**config.mk**
```make
export PLATFORM = sky130hd
export DESIGN_NAME = gmii_rx_deframer
export DESIGN_NICKNAME = d
export VERILOG_FILES = /design/src/rtl/eth_pkg.sv /design/src/rtl/eth_crc32_d8.sv /design/src/rtl/gmii_rx_deframer.sv
export SDC_FILE = /design/constraint.sdc
export NUM_CORES = 1
export LEC_CHECK = 0
export CAP_MARGIN = 40
export CORE_MARGIN = 2
export CORE_UTILIZATION = 58
export DETAILED_ROUTE_END_ITERATION = 6
export GPL_TIMING_DRIVEN = 0
export MAX_ROUTING_LAYER = met4
export PLACE_DENSITY_LB_ADDON = 0.12
export SLEW_MARGIN = 20
export SYNTH_ARGS = -nofsm -noshare
export SYNTH_HDL_FRONTEND = slang
export SYNTH_SLANG_ARGS = --single-unit
```
**constraint.sdc**
```tcl
create_clock -name clk -period 2.74 [get_ports clk]
set_input_delay 0.548 -clock clk [delete_from_list [all_inputs] [get_ports clk]]
set_output_delay 0.548 -clock clk [all_outputs]
set_load 0.01 [all_outputs]
```
**src/rtl/eth_pkg.sv**
```systemverilog
// eth_pkg: shared Ethernet receive definitions.
//   - preamble / SFD byte values
//   - CRC-32 polynomial, init value, good-frame residue and byte-wise update
//   - out_err bit indices
//   - deframer state encodings
package eth_pkg;

  localparam logic [7:0]  PREAMBLE_BYTE = 8'h55;
  localparam logic [7:0]  SFD_BYTE      = 8'hD5;

  localparam logic [31:0] CRC_POLY      = 32'h04C11DB7;
  localparam logic [31:0] CRC_INIT      = 32'hFFFFFFFF;
  localparam logic [31:0] CRC_RESIDUE   = 32'hC704DD7B;

  localparam int ERR_FCS      = 0;
  localparam int ERR_RXER     = 1;
  localparam int ERR_RUNT     = 2;
  localparam int ERR_OVERSIZE = 3;

  typedef logic [1:0] state_t;
  localparam state_t ST_IDLE = 2'd0;
  localparam state_t ST_PRE  = 2'd1;
  localparam state_t ST_DATA = 2'd2;
  localparam state_t ST_DROP = 2'd3;

  // MSB-first shift register fed with each byte LSB first, matching the
  // GMII bit order; with this register orientation a frame that includes
  // a correct FCS leaves CRC_RESIDUE behind.
  function automatic logic [31:0] crc32_d8_next(input logic [31:0] crc,
                                                input logic [7:0]  data);
    logic [31:0] c;
    logic        fb;
    c = crc;
    for (int i = 0; i < 8; i++) begin
      fb = c[31] ^ data[i];
      c  = {c[30:0], 1'b0};
      if (fb) c = c ^ CRC_POLY;
    end
    return c;
  endfunction

endpackage

```
**src/rtl/eth_crc32_d8.sv**
```systemverilog
// eth_crc32_d8: registered byte-wise Ethernet CRC-32.
//   clk  : clock
//   rst  : synchronous active-high reset, loads CRC_INIT
//   init : reload CRC_INIT (takes priority over en)
//   en   : fold data into the running CRC
//   data : byte to fold in
//   crc  : running CRC register
module eth_crc32_d8
  import eth_pkg::*;
(
  input  logic        clk,
  input  logic        rst,
  input  logic        init,
  input  logic        en,
  input  logic [7:0]  data,
  output logic [31:0] crc
);

  always_ff @(posedge clk) begin
    if (rst || init) begin
      crc <= CRC_INIT;
    end else if (en) begin
      crc <= crc32_d8_next(crc, data);
    end
  end

endmodule

```
**src/rtl/gmii_rx_deframer.sv**
```systemverilog
// gmii_rx_deframer: strips preamble/SFD and FCS from a GMII receive stream.
//   clk, rst                 : clock, synchronous active-high reset
//   rxd, rxdv, rxer          : GMII receive inputs
//   out_data/valid/sop/eop   : destination address .. last byte before FCS
//   out_err                  : {oversize, runt, rxer seen, FCS bad}, with eop
//   cnt_ok, cnt_err          : saturating good / errored frame counters
// Bytes after SFD pass through a 5-byte delay line so the 4 FCS bytes are
// still held (and dropped) when rxdv falls; output latency is fixed.
module gmii_rx_deframer
  import eth_pkg::*;
#(
  parameter int MIN_FRAME = 64,
  parameter int MAX_FRAME = 1518
) (
  input  logic        clk,
  input  logic        rst,
  input  logic [7:0]  rxd,
  input  logic        rxdv,
  input  logic        rxer,
  output logic [7:0]  out_data,
  output logic        out_valid,
  output logic        out_sop,
  output logic        out_eop,
  output logic [3:0]  out_err,
  output logic [15:0] cnt_ok,
  output logic [15:0] cnt_err
);

  state_t      state_reg, state_next;
  logic        rxdv_prev_reg;
  logic [7:0]  dl_reg [5];
  logic [11:0] byte_cnt_reg;
  logic        rxer_reg, rxer_next;
  logic        sop_pending_reg;
  logic [31:0] crc;

  logic        push, emit, eop, discard, start_frame, have_full;
  logic [3:0]  err;

  eth_crc32_d8 u_crc (
    .clk  (clk),
    .rst  (rst),
    .init (start_frame),
    .en   (push),
    .data (rxd),
    .crc  (crc)
  );

  // Once 5 bytes are held the delay line stays full for the rest of the frame.
  assign have_full = (byte_cnt_reg >= 12'd5);

  always_comb begin
    state_next  = state_reg;
    rxer_next   = rxer_reg;
    push        = 1'b0;
    emit        = 1'b0;
    eop         = 1'b0;
    discard     = 1'b0;
    start_frame = 1'b0;
    err         = 4'b0000;
    case (state_reg)
      ST_IDLE: begin
        rxer_next = 1'b0;
        // Only a genuine rxdv rising edge may start a frame; joining a frame
        // mid-stream (e.g. after reset) goes to DROP.
        if (rxdv) begin
          state_next = (rxd == PREAMBLE_BYTE && !rxdv_prev_reg) ? ST_PRE : ST_DROP;
        end
      end
      ST_PRE: begin
        rxer_next = rxer_reg | rxer;
        if (!rxdv) begin
          state_next = ST_IDLE;
        end else if (rxd == SFD_BYTE) begin
          state_next  = ST_DATA;
          start_frame = 1'b1;
        end else if (rxd != PREAMBLE_BYTE) begin
          state_next = ST_DROP;
        end
      end
      ST_DATA: begin
        rxer_next = rxer_reg | rxer;
        if (rxdv) begin
          push = 1'b1;
          emit = have_full;
          // The byte being sampled would push the length past MAX_FRAME:
          // close the frame on the oldest held byte and drop the rest.
          if (have_full && 32'(byte_cnt_reg) >= MAX_FRAME) begin
            eop               = 1'b1;
            err[ERR_OVERSIZE] = 1'b1;
            err[ERR_RXER]     = rxer_next;
            state_next        = ST_DROP;
          end
        end else begin
          state_next = ST_IDLE;
          if (have_full) begin
            emit              = 1'b1;
            eop               = 1'b1;
            err[ERR_FCS]      = (crc != CRC_RESIDUE);
            err[ERR_RXER]     = rxer_next;
            err[ERR_RUNT]     = (32'(byte_cnt_reg) < MIN_FRAME);
            err[ERR_OVERSIZE] = (32'(byte_cnt_reg) > MAX_FRAME);
          end else begin
            discard = 1'b1;
          end
        end
      end
      default: begin
        if (!rxdv) state_next = ST_IDLE;
      end
    endcase
  end

  // Delay line: dl_reg[0] newest, dl_reg[4] oldest.
  for (genvar gi = 0; gi < 5; gi++) begin : g_dl
    if (gi == 0) begin : g_head
      always_ff @(posedge clk) begin
        if (rst)       dl_reg[gi] <= 8'h00;
        else if (push) dl_reg[gi] <= rxd;
      end
    end else begin : g_tail
      always_ff @(posedge clk) begin
        if (rst)       dl_reg[gi] <= 8'h00;
        else if (push) dl_reg[gi] <= dl_reg[gi-1];
      end
    end
  end

  always_ff @(posedge clk) begin
    // Tracks rxdv through reset so a frame in flight at release is seen as
    // already started.
    rxdv_prev_reg <= rxdv;
    if (rst) begin
      state_reg       <= ST_IDLE;
      byte_cnt_reg    <= 12'd0;
      rxer_reg        <= 1'b0;
      sop_pending_reg <= 1'b0;
      out_data        <= 8'h00;
      out_valid       <= 1'b0;
      out_sop         <= 1'b0;
      out_eop         <= 1'b0;
      out_err         <= 4'b0000;
      cnt_ok          <= 16'h0000;
      cnt_err         <= 16'h0000;
    end else begin
      state_reg <= state_next;
      rxer_reg  <= rxer_next;

      if (start_frame) begin
        byte_cnt_reg <= 12'd0;
      end else if (push && byte_cnt_reg != 12'hFFF) begin
        byte_cnt_reg <= byte_cnt_reg + 12'd1;
      end

      if (start_frame)  sop_pending_reg <= 1'b1;
      else if (emit)    sop_pending_reg <= 1'b0;

      out_valid <= emit;
      out_data  <= emit ? dl_reg[4] : 8'h00;
      out_sop   <= emit && sop_pending_reg;
      out_eop   <= eop;
      out_err   <= err;

      if (eop && err == 4'b0000 && cnt_ok != 16'hFFFF) begin
        cnt_ok <= cnt_ok + 16'd1;
      end
      if (((eop && err != 4'b0000) || discard) && cnt_err != 16'hFFFF) begin
        cnt_err <= cnt_err + 16'd1;
      end
    end
  end

endmodule

```
* After elaboration in Yosys (flattened, before gate mapping)
Memories as Yosys holds them, arrays and structs flattened. A register that Yosys moved wholly into a read port is not among the register bits.
Cells that the tools add are included.
** Operators by class
- Add/sub/neg operators :: 3
- $lt $le $gt $ge :: 4
- Equal/unequal tests :: 13
- Mux-type cells :: 65
- Bitwise gates (word level) :: 23
- Reductions and logical operators :: 20
** Operators with widths (count)
- 2-to-1 mux 32 bit :: 14
- 2-to-1 mux 27 bit :: 8
- inverter 14 bit :: 8
- 2-to-1 mux 8 bit :: 5
- adder 16 x 1 -> 16 bit (second input constant) :: 2
- inequality test 16 bit (second input constant) :: 2
- inequality test 32 bit (second input constant) :: 1
- 2-to-1 mux 1 bit :: 26
- 2-to-1 mux 2 bit :: 8
- adder 12 x 1 -> 12 bit (second input constant) :: 1
- >= comparator 12 x 11 -> 1 bit (second input constant) :: 1
- >= comparator 12 x 3 -> 1 bit (second input constant) :: 1
- greater-than comparator 12 x 11 -> 1 bit (second input constant) :: 1
- < comparator 12 x 7 -> 1 bit (second input constant) :: 1
- inequality test 12 bit (second input constant) :: 1
- equality test 8 x 7 -> 1 bit (second input constant) :: 1
- equality test 8 bit (second input constant) :: 1
- logical AND 1 bit :: 8
- 2-to-1 mux 4 bit :: 2
- inequality test 8 x 7 -> 1 bit (second input constant) :: 1
- bitwise XOR 1 bit :: 8
- OR 1 bit :: 6
- case mux 2 bit (3 select lines) :: 1
- OR reduction 2 bit :: 3
- other kinds (15) :: 17
** Storage, ports and cells
- Register bits :: 88
- Bits in writable memories :: 40
- Input port bits :: 12
- Output and inout port bits :: 47
- Word-level logic and storage cells :: 141
- Memories kept :: 1
** Memories
- dl_reg :: depth 5, width 8, read ports 5, clocked after memory_dff 1, write ports 5, line gmii_rx_deframer.sv:31 : logic [7:0] dl_reg [5];

* Logic depth before layout (Yosys ltp)
- Depth after elaboration :: 32
- Mapped depth :: 10
- Depth with buffers taken out :: 8

* Modules after synthesis
A second synthesis with hierarchy kept.
** Second synthesis, totals
- Cell total of the unflattened synthesis :: 640
- Area total of the unflattened synthesis :: 6744.0 um^2
** By module, submodules not included
- gmii_rx_deframer :: times used 1, cells an instance 462, area each 4714.5 um^2, sequential area each 2482.4 um^2
- eth_crc32_d8 :: times used 1, cells an instance 178, area each 2029.4 um^2, sequential area each 640.6 um^2

* Worst setup path before layout
No wires, ideal clock.
- Path kind :: input -> register
- Start point :: input port rst
- End point :: memory dl_reg[0][0], enable pin
- Setup time :: 404 ps
- Data arrival time :: 2166 ps
- Data required time :: 2336 ps
- Slack :: 170 ps
- Stages :: 4
- Buffers on the path :: 3
- Path through :: clkbuf_1 > clkbuf_8 > clkbuf_8 > nand2b_1
** RTL lines
- from (decl) :: line gmii_rx_deframer.sv:16 : input logic rst,
- to (decl) :: line gmii_rx_deframer.sv:31

* Worst setup path after layout
- Start point :: input port rxd[4]
- End point :: register u_crc.crc[11]
** On the way
- Cells in the longest elaborated chain, start to end :: 13
- Elaborated cells between the ends (all ways) :: 18
- Classes of those cells :: eq/ne: 1; mux: 13; bitwise: 3; reduce/logical: 1
** Ends and longest elaborated chain
- from (decl) :: line gmii_rx_deframer.sv:17 : input logic [7:0] rxd,
- bitwise XOR 1 bit :: line eth_pkg.sv:35 : fb = c[31] ^ data[i];
- 2-to-1 mux 27 bit :: line eth_pkg.sv:37 : if (fb) c = c ^ CRC_POLY;
- 2-to-1 mux 32 bit :: line eth_crc32_d8.sv:22 : end else if (en) begin
- 2-to-1 mux 32 bit :: line eth_crc32_d8.sv:20 : if (rst || init) begin
- 2-to-1 mux 27 bit :: line eth_pkg.sv:37
- 2-to-1 mux 32 bit :: line eth_crc32_d8.sv:22
- 2-to-1 mux 32 bit :: line eth_crc32_d8.sv:20
- inverter 14 bit (no line)
- 2-to-1 mux 27 bit :: line eth_pkg.sv:37
- 2-to-1 mux 32 bit :: line eth_crc32_d8.sv:22
- 2-to-1 mux 32 bit :: line eth_crc32_d8.sv:20
- inverter 14 bit (no line)
- 2-to-1 mux 27 bit :: line eth_pkg.sv:37
- to (signal assigned) :: line eth_crc32_d8.sv:23 : crc <= crc32_d8_next(crc, data);
- to (decl) :: line eth_crc32_d8.sv:16 : output logic [31:0] crc
Several ways; a longest one is shown, not always the timed one. The select of a mux whose other input is x is not followed.
A chain may end at the register's enable or synchronous reset.

==> summary.txt <==
post-synthesis sequential area ratio: 47.26%
Async S/R FF share, synth: 0%
DRC: 0
number of setup buffers added after CTS: 0
clock power share: 35.4%
Arr. time, crit path: 2.89 ns
relative slew slack: 46.54%
worst hold start: dl_reg[4][7]
Primary FF master, synth: dfxtp_1
die area: 12260 um2
H-tree levels: 4
Fmax achieved: 0.3853 GHz
Initial Utilization: 60.16%
grt ovf: 0
net switching fraction of the power: 31.44%
Net Sw Power: 2.055 mW
nets: 745
Overall Global Routing Usage: 24.67%
post-route cell area: 8036 um2
RePlAce Congestion: 0.9190
Crit Path Max Fanout: 6
number of synthesized flops with an enable pin: 40
flop2flop setup slack: 0.19 ns
Hold Vio Cnt, Final: 0
Int Pwr: 4.482 mW
Synth Cell Area: 6608 um2
FP Rows: 38
Clock Latency Late Sink: 0.42 ns
RSZ-0062 raised after global routing: false
Clock transition at path regs: 0.06 ns
Tcrit/Tclk final: 94.73%
Multi-input gate area: 3289 um2
die height: 110.7 um
vias in the first global route: 4769
antenna viol nets, final: 0
Final setup viols: 0
Critical Path Sink Type: flip-flop
fillers: 774
CP Class: primary input to flip-flop
hold path endpoint: out_data[7]
MaxCap Viol Count: 0
share of cells above drive strength 1: 11.94%
core box area: 10980 um2
WP data required: 3.03 ns
Net Count, Synth: 666
RR Startpoint: u_crc.crc[14]
drt pass-1 iters: 5
initial antenna violation count: 0
CTS max path bufs: 2
VDD IR max: 0.0009676 V
Synth Instances: 645
Final Max Slew Viols: 0
Yosys reg bits: 136
drt wl/cell: 16.30 um
Synth cell types: 66
port bufs: 58
drt total wl: 14300 um
Hold Path Depth: 1
Die W: 110.7 um
register area: 3124 um2
PwrDens: 813.5 nW/um2
max reg flops: 40
worst slew pin tran: 0.7932 ns
Root Buffer: clkbuf_16
sequential share of power: 37.7%
first-pass GRT wire length: 23610 um
HPWL after DPL: 10180 um
largest net degree at the start of global routing: 25
Leakage Power: 3.000 nW
TritonCTS clock tree: done
total CTS buffers: 17
Startpoint Class: primary input
status: complete, no violations
IO Pins: 59
Area Growth Syn to Fin: 21.62%
n_diodes: 0
Comb pwr share: 27.0%
via density per instance: 5.648
HP Class: flip-flop to flip-flop
Placed Cells: 845
Avg Inst Size Synth: 10.24 um2
Period minus WS final: 2.596 ns
Area after DPL: 7401 um2
yosys synthesis warning count: 0
total clock sinks: 136
Cell Count, Final, Fillers Out: 877
Worst Clk Skew: 0.01076 ns
via count: 4953
reg-to-reg endpoint: cnt_ok[14]
DRT iter0 DRCs: 372
Reg2Reg Depth: 8
==> critical path: stages <==
cell	delay, ns
clkdlybuf4s50_1	0.55
xor2_2	0.43
xnor3_1	0.54
xor2_1	0.20
xnor2_1	0.34
xor2_1	0.19
o21ai_0	0.08
==> power by group through the flow <==
stage                     Sequential [mW]  Combinational [mW]  Clock (mW)
final                                2.46                1.76        2.31
after global routing                 2.48                1.92        2.43
after CTS                            2.46                1.75        2.34
after detailed placement             2.50                1.73           0
after global placement               2.49                1.66           0
after floorplan                      2.46                1.39           0
==> per-layer routing <==
layer  wire length (um)  track usage, %  vias to the layer above
met3                664           6.725                       17
met1               6439           30.69                     2366
met5                  0               -                        -
met4                167           7.417                        0
met2               7024           39.63                      137
li1                   -               -                     2433
==> synth_stat cells, types with 18 or more instances <==
master | n | area [um2]
dfxtp_1 | 96 | 1922
o211ai_1 | 28 | 210.2
xor2_1 | 30 | 262.8
a21oi_1 | 19 | 95.09
xnor2_1 | 41 | 359.1
nand3_1 | 19 | 95.09
nor2b_1 | 18 | 112.6
edfxtp_1 | 40 | 1201
nand2_1 | 53 | 198.9
clkbuf_1 | 19 | 71.32
and2_1 | 54 | 337.8
nor2_1 | 45 | 168.9
==> worst max path at each step <==
| stage | from | to | slack (ns) |
|---|---|---|---|
| 4_1_cts | byte_cnt_reg[1] | cnt_ok[13] | 0.03 |
| 5_1_grt | u_crc.crc[14] | cnt_ok[12] | 0.01 |
| 3_3_place_gp | rst | dl_reg[3][4] | -0.91 |
| 3_5_place_dp | rxdv | cnt_ok[13] | -0.30 |
| 2_1_floorplan | rst | dl_reg[0][0] | 0.17 |
| 6_report | rxd[4] | u_crc.crc[11] | 0.14 |
==> cell families (layout without fill, tap and decap cells) <==
family                   count (synthesis)  after routing  synth area share, %
AND/OR/NAND/NOR                        277            277                23.69
flip-flops                             136            136                47.26
AO/OA/AOI/OAI                           81             81                8.559
XOR/XNOR                                80             80                12.02
buffers and inverters                   42            134                3.427
multiplexers                            20             20                3.333
adder cells (fa/ha/maj)                  9              9                1.704
==> cell usage in the layout (no fill, tap or decap), types with 28 or more instances in the layout <==
master and instances:
and2_1 54, xor2_1 30, o211ai_1 28, xnor2_1 40, edfxtp_1 40, clkdlybuf4s50_1 58, dfxtp_1 95, nor2_1 45
nand2_1 53
==> metrics by stage <==
stage	utilization [%]	setup TNS (ns)	power, mW	setup slack [ns]	hold WS (ns)
finish	73.17	0	6.537	0.1444	0.4418
global route	73.17	0	6.838	0.01103	0.4534
CTS	72.88	0	6.545	0.02925	0.4390
detailed placement	67.38	-10.42	4.230	-0.3048	0.4254
global placement	67.04	-40.77	4.149	-0.9102	0.4237
floorplan	-	0	3.842	0.1701	0.4203
==> area by class of cell <==
class	count	share of cell area [%]
clock inverter	14	2.040
tap	140	2.180
inverter	9	0.4204
clock buffer	18	5.465
sequential	136	38.88
timing repair buffer	60	7.660
multi-input combinational	467	40.93
buffer	33	2.429
==> timing repair <==
action,CTS,global route
gates resized for setup,0,6
hold buffers,0,0
setup endpoints to repair,0,9
Note: power is estimated with default switching activity, not from simulation.
